## config.mk

```make
export PLATFORM = sky130hd
export DESIGN_NAME = register_tree_kv_flat
export DESIGN_NICKNAME = d
export VERILOG_FILES = /design/src/rtl/register_tree_pkg.sv /design/src/rtl/register_tree_kv_if.sv /design/src/rtl/rt_cas_node.sv /design/src/rtl/register_tree_kv.sv /design/src/flat_wrapper.sv
export SDC_FILE = /design/constraint.sdc
export NUM_CORES = 2
export LEC_CHECK = 0
export CAP_MARGIN = 25
export CORE_MARGIN = 1.5
export CORE_UTILIZATION = 45
export DETAILED_ROUTE_END_ITERATION = 10
export PLACE_DENSITY = 0.63
export SETUP_SLACK_MARGIN = 0.5
export SYNTH_ARGS = -nofsm -noshare
export SYNTH_HDL_FRONTEND = slang
export SYNTH_SLANG_ARGS = --single-unit
```

## constraint.sdc

```tcl
create_clock -name i_CLK -period 11.7 [get_ports i_CLK]
set_input_delay 2.34 -clock i_CLK [delete_from_list [all_inputs] [get_ports i_CLK]]
set_output_delay 2.34 -clock i_CLK [all_outputs]
set_load 0.01 [all_outputs]
```

## src/rtl/register_tree_pkg.sv

```systemverilog
// Shared node record and priority compare for the register-tree priority queue.
// Node fields are sized to the widest supported key/payload; instances use the low bits.
package register_tree_pkg;
    localparam int KEY_W_MAX = 64;
    localparam int VAL_W_MAX = 64;

    typedef struct packed {
        logic                 valid;
        logic [KEY_W_MAX-1:0] key;
        logic [VAL_W_MAX-1:0] val;
    } rt_node_t;

    // True when a strictly outranks b; ties never outrank, so equal keys stay put.
    function automatic logic rt_outranks(rt_node_t a, rt_node_t b, bit min_mode);
        if (a.valid != b.valid) return a.valid;
        if (!a.valid) return 1'b0;
        return min_mode ? (a.key < b.key) : (a.key > b.key);
    endfunction
endpackage

```

## src/rtl/register_tree_kv_if.sv

```systemverilog
// Request/response bundle of the register-tree priority queue.
interface register_tree_kv_if #(
    parameter int KEY_WIDTH  = 16,
    parameter int VAL_WIDTH  = 8,
    parameter int QUEUE_SIZE = 15
) ();
    logic                            i_enq;
    logic                            i_deq;
    logic [KEY_WIDTH-1:0]            i_key;
    logic [VAL_WIDTH-1:0]            i_val;
    logic                            o_top_valid;
    logic [KEY_WIDTH-1:0]            o_top_key;
    logic [VAL_WIDTH-1:0]            o_top_val;
    logic [$clog2(QUEUE_SIZE+1)-1:0] o_count;
    logic                            o_full;
    logic                            o_empty;

    modport master (
        output i_enq, i_deq, i_key, i_val,
        input  o_top_valid, o_top_key, o_top_val, o_count, o_full, o_empty
    );
    modport slave (
        input  i_enq, i_deq, i_key, i_val,
        output o_top_valid, o_top_key, o_top_val, o_count, o_full, o_empty
    );
endinterface

```

## src/rtl/rt_cas_node.sv

```systemverilog
// Combinational compare-and-swap of one parent against its two children.
module rt_cas_node
    import register_tree_pkg::*;
#(
    parameter bit MIN_MODE = 1'b0
) (
    input  logic     en,
    input  rt_node_t p,
    input  rt_node_t l,
    input  rt_node_t r,
    output rt_node_t p_o,
    output rt_node_t l_o,
    output rt_node_t r_o
);
    logic     pick_r;
    rt_node_t win;

    always_comb begin
        pick_r = rt_outranks(r, l, MIN_MODE);
        win    = pick_r ? r : l;
        p_o    = p;
        l_o    = l;
        r_o    = r;
        if (en && rt_outranks(win, p, MIN_MODE)) begin
            p_o = win;
            if (pick_r) r_o = p;
            else        l_o = p;
        end
    end
endmodule

```

## src/rtl/register_tree_kv.sv

```systemverilog
// Register-tree priority queue: O(1) enqueue/dequeue/replace, with the heap
// order restored over idle cycles by alternating even/odd-level compare-swaps.
module register_tree_kv
    import register_tree_pkg::*;
#(
    parameter int QUEUE_SIZE = 15,
    parameter int KEY_WIDTH  = 16,
    parameter int VAL_WIDTH  = 8,
    parameter int MIN_MODE   = 0
) (
    input logic               i_CLK,
    input logic               i_RSTn,
    register_tree_kv_if.slave bus
);
    localparam int NODES = (1 << $clog2(QUEUE_SIZE + 1)) - 1;
    localparam int INT_N = (NODES - 1) / 2;
    localparam int CW    = $clog2(QUEUE_SIZE + 1);
    localparam int IW    = $clog2(NODES);

    rt_node_t         q     [NODES];
    rt_node_t         nxt   [NODES];
    rt_node_t         p_o   [INT_N];
    rt_node_t         l_o   [INT_N];
    rt_node_t         r_o   [INT_N];
    logic [INT_N-1:0] en;
    logic             phase;
    logic [CW-1:0]    count;
    logic [IW-1:0]    free_idx;
    rt_node_t         new_n;
    logic             full, empty, do_enq, do_deq, do_rep, idle;

    assign full   = (count == CW'(QUEUE_SIZE));
    assign empty  = (count == '0);
    assign do_enq = bus.i_enq && !bus.i_deq && !full;
    assign do_deq = bus.i_deq && !bus.i_enq && !empty;
    assign do_rep = bus.i_enq && bus.i_deq;
    assign idle   = !(do_enq || do_deq || do_rep);

    // Same-parity parents never share a node, so their swaps can all land in one cycle.
    for (genvar g = 0; g < INT_N; g++) begin : g_cas
        localparam int LVL = $clog2(g + 2) - 1;
        localparam bit ODD = (LVL % 2) == 1;
        assign en[g] = idle && (phase == ODD);
        rt_cas_node #(.MIN_MODE(MIN_MODE != 0)) u_cas (
            .en (en[g]),
            .p  (q[g]),
            .l  (q[2*g+1]),
            .r  (q[2*g+2]),
            .p_o(p_o[g]),
            .l_o(l_o[g]),
            .r_o(r_o[g])
        );
    end

    always_comb begin
        new_n = '0;
        new_n.valid = 1'b1;
        new_n.key[KEY_WIDTH-1:0] = bus.i_key;
        new_n.val[VAL_WIDTH-1:0] = bus.i_val;
        free_idx = '0;
        for (int i = NODES - 1; i >= 0; i--)
            if (!q[i].valid) free_idx = IW'(i);
    end

    always_comb begin
        nxt = q;
        if (do_enq) begin
            nxt[free_idx] = new_n;
        end else if (do_deq) begin
            nxt[0].valid = 1'b0;
        end else if (do_rep) begin
            nxt[0] = new_n;
        end else begin
            for (int i = 0; i < INT_N; i++) begin
                if (en[i]) begin
                    nxt[i]     = p_o[i];
                    nxt[2*i+1] = l_o[i];
                    nxt[2*i+2] = r_o[i];
                end
            end
        end
    end

    always_ff @(posedge i_CLK) begin
        if (!i_RSTn) begin
            for (int i = 0; i < NODES; i++) q[i] <= '0;
            count <= '0;
            phase <= 1'b0;
        end else begin
            q <= nxt;
            if (do_enq || (do_rep && !q[0].valid)) count <= count + CW'(1);
            else if (do_deq)                       count <= count - CW'(1);
            phase <= idle ? ~phase : 1'b0;
        end
    end

    assign bus.o_top_valid = q[0].valid;
    assign bus.o_top_key   = q[0].key[KEY_WIDTH-1:0];
    assign bus.o_top_val   = q[0].val[VAL_WIDTH-1:0];
    assign bus.o_count     = count;
    assign bus.o_full      = full;
    assign bus.o_empty     = empty;
endmodule

```

## src/flat_wrapper.sv

```systemverilog
// flat-port wrapper written by rule: the top's interface ports become plain ports
module register_tree_kv_flat import register_tree_pkg::*;
#(
    parameter int QUEUE_SIZE = 15,
    parameter int KEY_WIDTH  = 16,
    parameter int VAL_WIDTH  = 8,
    parameter int MIN_MODE   = 0
)
  (i_CLK, i_RSTn, bus_i_enq, bus_i_deq, bus_i_key, bus_i_val, bus_o_top_valid, bus_o_top_key, bus_o_top_val, bus_o_count, bus_o_full, bus_o_empty);
  register_tree_kv_if #(.KEY_WIDTH(KEY_WIDTH), .VAL_WIDTH(VAL_WIDTH), .QUEUE_SIZE(QUEUE_SIZE)) bus_i ();
  input logic i_CLK;
  input logic i_RSTn;
  input wire logic [$bits(bus_i.i_enq)-1:0] bus_i_enq;
  input wire logic [$bits(bus_i.i_deq)-1:0] bus_i_deq;
  input wire logic [$bits(bus_i.i_key)-1:0] bus_i_key;
  input wire logic [$bits(bus_i.i_val)-1:0] bus_i_val;
  output wire logic [$bits(bus_i.o_top_valid)-1:0] bus_o_top_valid;
  output wire logic [$bits(bus_i.o_top_key)-1:0] bus_o_top_key;
  output wire logic [$bits(bus_i.o_top_val)-1:0] bus_o_top_val;
  output wire logic [$bits(bus_i.o_count)-1:0] bus_o_count;
  output wire logic [$bits(bus_i.o_full)-1:0] bus_o_full;
  output wire logic [$bits(bus_i.o_empty)-1:0] bus_o_empty;
  assign bus_i.i_enq = bus_i_enq;
  assign bus_i.i_deq = bus_i_deq;
  assign bus_i.i_key = bus_i_key;
  assign bus_i.i_val = bus_i_val;
  assign bus_o_top_valid = bus_i.o_top_valid;
  assign bus_o_top_key = bus_i.o_top_key;
  assign bus_o_top_val = bus_i.o_top_val;
  assign bus_o_count = bus_i.o_count;
  assign bus_o_full = bus_i.o_full;
  assign bus_o_empty = bus_i.o_empty;
  register_tree_kv #(.QUEUE_SIZE(QUEUE_SIZE), .KEY_WIDTH(KEY_WIDTH), .VAL_WIDTH(VAL_WIDTH), .MIN_MODE(MIN_MODE)) u_core (.i_CLK(i_CLK), .i_RSTn(i_RSTn), .bus(bus_i));
endmodule
```

==> results <==
- The flow ran to the end, and the final reports show no timing, DRC or antenna violations.
- The remaining number of nets flagged by the antenna check after routing is 0.
- In the detailed route, the total length drawn on met2 is 102.5 mm.
- In the final layout, the share of cells above drive strength 1 is 0.05677.
- The root buffer cell chosen for the clock tree is sky130_fd_sc_hd__clkbuf_16.
- TritonCTS built the clock tree.
- The Yosys step of the flow raised 0 warnings.
- The area added between synthesis and finish is 8.376%.
- In this run, the number of DRC markers left after iteration 0 of detailed routing was 7,622.
- The number of antenna violations at the first check in global routing came to 7.
- Power spread over the standard cell area amounts to 169.5 nW/um2.
- The overall overflow remaining after global route is 0.
- The largest fanout on the critical path is 50.
- The total negative setup slack is 0 ns.
- After filler insertion, the fill cell instance count of the layout stands at 15,130.
- The pin count of the biggest net entering global routing is 185.
- Data on the critical path arrives at its endpoint at 9.18 ns.
- The area fraction of the dominant cell type after synthesis is 0.3092.
- The dominant combinational cell family by area after synthesis is compound AO/OA/AOI/OAI gates.
- The routed design could run at a clock period as short as 8.482 ns.
- Leaving out filler cells and counting taps, the final layout contains 10,840.
- The via count of the first global-routing pass is 62,680.
- Of the total synthesized cell area, the portion taken by XOR and XNOR cells is 0.0003689.
- The sum of buffers and inverters on the critical path is 4.
- During I/O placement, the number of pins put on the boundary was 59.
- The portion of the clock cycle consumed by the worst path in the final layout is 0.7250.
- The number of vias in the routed layout is 67,800.
- The clock net in this run drives a total of 1,100 sinks.
- The minimum setup slack among reg-to-reg paths is 3.22 ns.
- In this run, CTS created clock tree buffers numbering 134.
- The first global-routing pass estimated 376.3 mm of wire.
- The number of max-capacitance violations reported is 0.
- Setup violations remaining at the end of the flow were counted as 0.
- Total power for the finished layout comes to 13.08 mW.
- The synthesized area is 71,220 um2.
- The delay of the slowest cell on the worst path is 0.72 ns.
- Counting along the longest clock path gives a buffer depth of 3.
- The launching instance or port of the critical path is u_core.q[769].
- The number of gates given a new drive strength after cts is 0.
- The site row count is 145.
- The clock transition at the registers of the reported paths is 0.06 ns.
- The slowest stage of the critical path belongs to the cell sky130_fd_sc_hd__buf_4.
- By area the synthesized netlist is led by sky130_fd_sc_hd__dfxtp_1, sky130_fd_sc_hd__ha_1, sky130_fd_sc_hd__o21ai_0.
- In the final routing, the length of wire on met1 measures 111.5 mm.
- The count of endpoints failing hold in the final timing report came to 0.
- The path class of the tightest hold or removal check is reg -> reg.
- The number of levels in the clock H-tree is 4.
- The wire length after detailed routing is 245.5 mm.
- The number of distinct library cell variants in the gate-level netlist after synthesis is 91.
- The number of buffers added to fix hold violations after cts is 0.
- The area share of fa/ha/maj cells after synthesis is 0.1596.
- The path with the worst hold slack has its endpoint at u_core.q[1019].
- The worst reg2reg path startpoint is u_core.q[769].
- The synthesized design contains 0 enable-type register cells.
- The peak supply drop is 0.0001632 V.
- Counting every net in the synthesized netlist gives 10,020.
- For the pin with the worst max-slew slack, the measured transition is 1.139 ns.
- The worst slew margin relative to its limit is 0.2385.
- The clock arrives with 0.02895 ns of skew.
- Synthesis produced 9,080 cells.
- In the final routed layout, each cell accounts on average for 22.66 um.
- The clock insertion delay at the later pin of the skew report is 0.78 ns.
- The worst hold path begins at u_core.q[1019].
- Using the TritonRoute via totals, the vias-per-cell ratio works out to 6.258.
- Across every metal layer, demand over resource in global routing totals 0.2937.
- Setup repair after global routing left no endpoint under its margin.
- After synthesis, the share of flip-flops with an asynchronous set or reset is 0.
- The die width is 400.8 um.
- The analysis attributes to cell leakage a power of 29.48 nW.
- The setup fix buffers added after clock tree synthesis is 0.
- Walking the worst path, the cells encountered are inv_1 -> ha_1 -> nand4_1 -> nor4_1 -> nand3_1 -> o31ai_1 -> a31oi_1 -> nor2_4 -> buf_4 -> mux2_4 -> ha_1 -> a21o_1 -> a21o_1 -> a221oi_1 -> o221ai_1 -> a221oi_1 -> a21oi_1 -> nor2_1 -> a21oi_4 -> buf_4 -> nor2_4 -> buf_4 -> a22o_1.
- The worst hold path passes through 2 cells.
- The congestion estimate from routability-driven global placement came to 0.9182.
- The number of nets in the layout is 9,623.
- The endpoint of the worst-slack reg-to-reg timing path is u_core.q[623].
- The maximum frequency from static timing analysis is 0.1179 GHz.
- From bottom edge to top edge, the die measures 400.8 um.
- The worst reg-to-reg path cell count is 23.
- The area enclosed by the die boundary is 160,700 um2.
- The simple-gate share of the synthesized area is 0.1477.
- The sort of element at the end of the critical path is a flop.
- The prevailing post-synth register cell is sky130_fd_sc_hd__dfxtp_1.
- Grouping stages by cell kind, the critical path spends the most delay in compound AO/OA/AOI/OAI gates.
- The HPWL after detailed placement is 172.4 mm.
- The initial utilization of the core area, before any placement, comes to 0.4544.
- The synthesized flop and latch total is 1,100.
- The mean cell area of the mapped netlist is 7.844 um2.
- The type of the worst setup path is reg -> reg.
- The synthesized design spends more area on one cell type than any other, namely sky130_fd_sc_hd__dfxtp_1.
- The placed cell count is 10,600.
- The count of buffers added on input and output ports is 58.
- The multiplexer area fraction after synthesis is 0.02454.
- The number of max-slew violations in the final report came to 0.
- In the routed design, unresolved DRC markers number 0.
- The number of iterations in the first detailed-routing pass is 6.
- The most frequent cell on the critical path is sky130_fd_sc_hd__buf_4.
- The standard cell core area is 156,800 um2.
- The highest metal layer used by the detailed router is met5.
- The sequential area share after synthesis is 0.3092.
- The element type at the critical path start is a flop.
- Wire segments on met3 add up to 23.58 mm in the final route.
- Data on the critical path is required at its endpoint by 12.39 ns.
- The compound-cell area share of the yosys netlist is 0.2780.
[layout make-up]
type                       instances  area, um2  area share
inverter                         743       2796     0.03623
multi-input combinational       6537      43850      0.5680
sequential                      1100      22020      0.2853
clock buffer                     192       3925     0.05085
antenna                            4      10.01   0.0001297
timing repair buffer             171       1720     0.02229
tap                             2058       2575     0.03336
clock inverter                    30      295.3    0.003825
[Yosys cell counts, drive strengths merged, types with 151 or more instances]
cell    number
o21ai     1133
dfxtp     1100
nand2     1048
ha         907
inv        743
a21oi      667
clkbuf     497
nand3      452
nor2       263
a211oi     251
buf        203
a221oi     188
a31oi      188
nand4      176
a22oi      155
a21o       151
[tightest hold or removal path, stage by stage, from the launching register on]
cell	delay [ns]
sky130_fd_sc_hd__dfxtp_1	0.30
sky130_fd_sc_hd__nand2_1	0.05
sky130_fd_sc_hd__a21oi_1	0.05
[placed cells by master (no fill, tap or decap), types with 149 or more instances in the layout]
cell type                  synthesis  final
sky130_fd_sc_hd__a211oi_1        249    248
sky130_fd_sc_hd__ha_1            907    907
sky130_fd_sc_hd__nand3_1         452    452
sky130_fd_sc_hd__nand2_1        1048   1048
sky130_fd_sc_hd__a21oi_1         666    662
sky130_fd_sc_hd__a22oi_1         155    155
sky130_fd_sc_hd__a31oi_1         187    184
sky130_fd_sc_hd__dfxtp_1        1100   1100
sky130_fd_sc_hd__nand4_1         176    176
sky130_fd_sc_hd__o21ai_0        1059   1059
sky130_fd_sc_hd__inv_1           741    740
sky130_fd_sc_hd__a21o_1          151    149
sky130_fd_sc_hd__a221oi_1        187    187
sky130_fd_sc_hd__nor2_1          259    246
[cell families (layout without fill, tap and decap cells)]
| group | count (synthesis) | count (layout) |
|---|---|---|
| xor+xnor | 3 | 3 |
| mux | 144 | 144 |
| other cells | 0 | 4 |
| buf+inv | 1443 | 1136 |
| simple gates | 2302 | 2302 |
| fa+ha+maj | 908 | 908 |
| compound gates | 3180 | 3180 |
| flops | 1100 | 1100 |
[how the worst max path moves through the flow]
stage | depth (start not counted) | end | slack [ns]
CTS | 23 | u_core.q[623] | 3.35
detailed placement | 23 | u_core.q[620] | 3.39
floorplan | 25 | u_core.q[1618] | 6.33
global placement | 23 | u_core.q[632] | 3.52
finish | 23 | u_core.q[623] | 3.22
global route | 23 | u_core.q[372] | 2.95
[routing by layer]
metal | vias to the layer above | track usage
met5 | - | 0
met1 | 32250 | 0.4226
li1 | 32230 | -
met2 | 2932 | 0.4322
met3 | 381 | 0.06062
met4 | 6 | 0.09879
[flip-flops by register name, summed over array words and instances, names as in the netlist]
name,cells
u_core.phase,1
u_core.bus.o_top_val,8
u_core.bus.o_top_key,16
u_core.bus.o_count,4
u_core.bus.o_top_valid,1
u_core.q,1070
[through the flow]
stage	utilization	worst slack, ns	cell area (um2)	hold WS, ns
2_1_floorplan	-	6.332	71220	0.4319
3_3_place_gp	0.4635	3.520	72650	0.4422
3_5_place_dp	0.4644	3.390	72790	0.4444
4_1_cts	0.4913	3.352	77010	0.4521
5_1_grt	0.4924	2.950	77190	0.4661
6_report	0.4924	3.218	77190	0.4491
[report_power, final]
| part | switching, mW | total (mW) | leakage [nW] | internal, mW |
|---|---|---|---|---|
| Combinational | 2.98 | 4.47 | 18.5 | 1.50 |
| Clock | 1.71 | 4.10 | 2.09 | 2.39 |
| Sequential | 0.444 | 4.51 | 8.92 | 4.07 |
No activity file was read; power rests on OpenSTA's default activity.
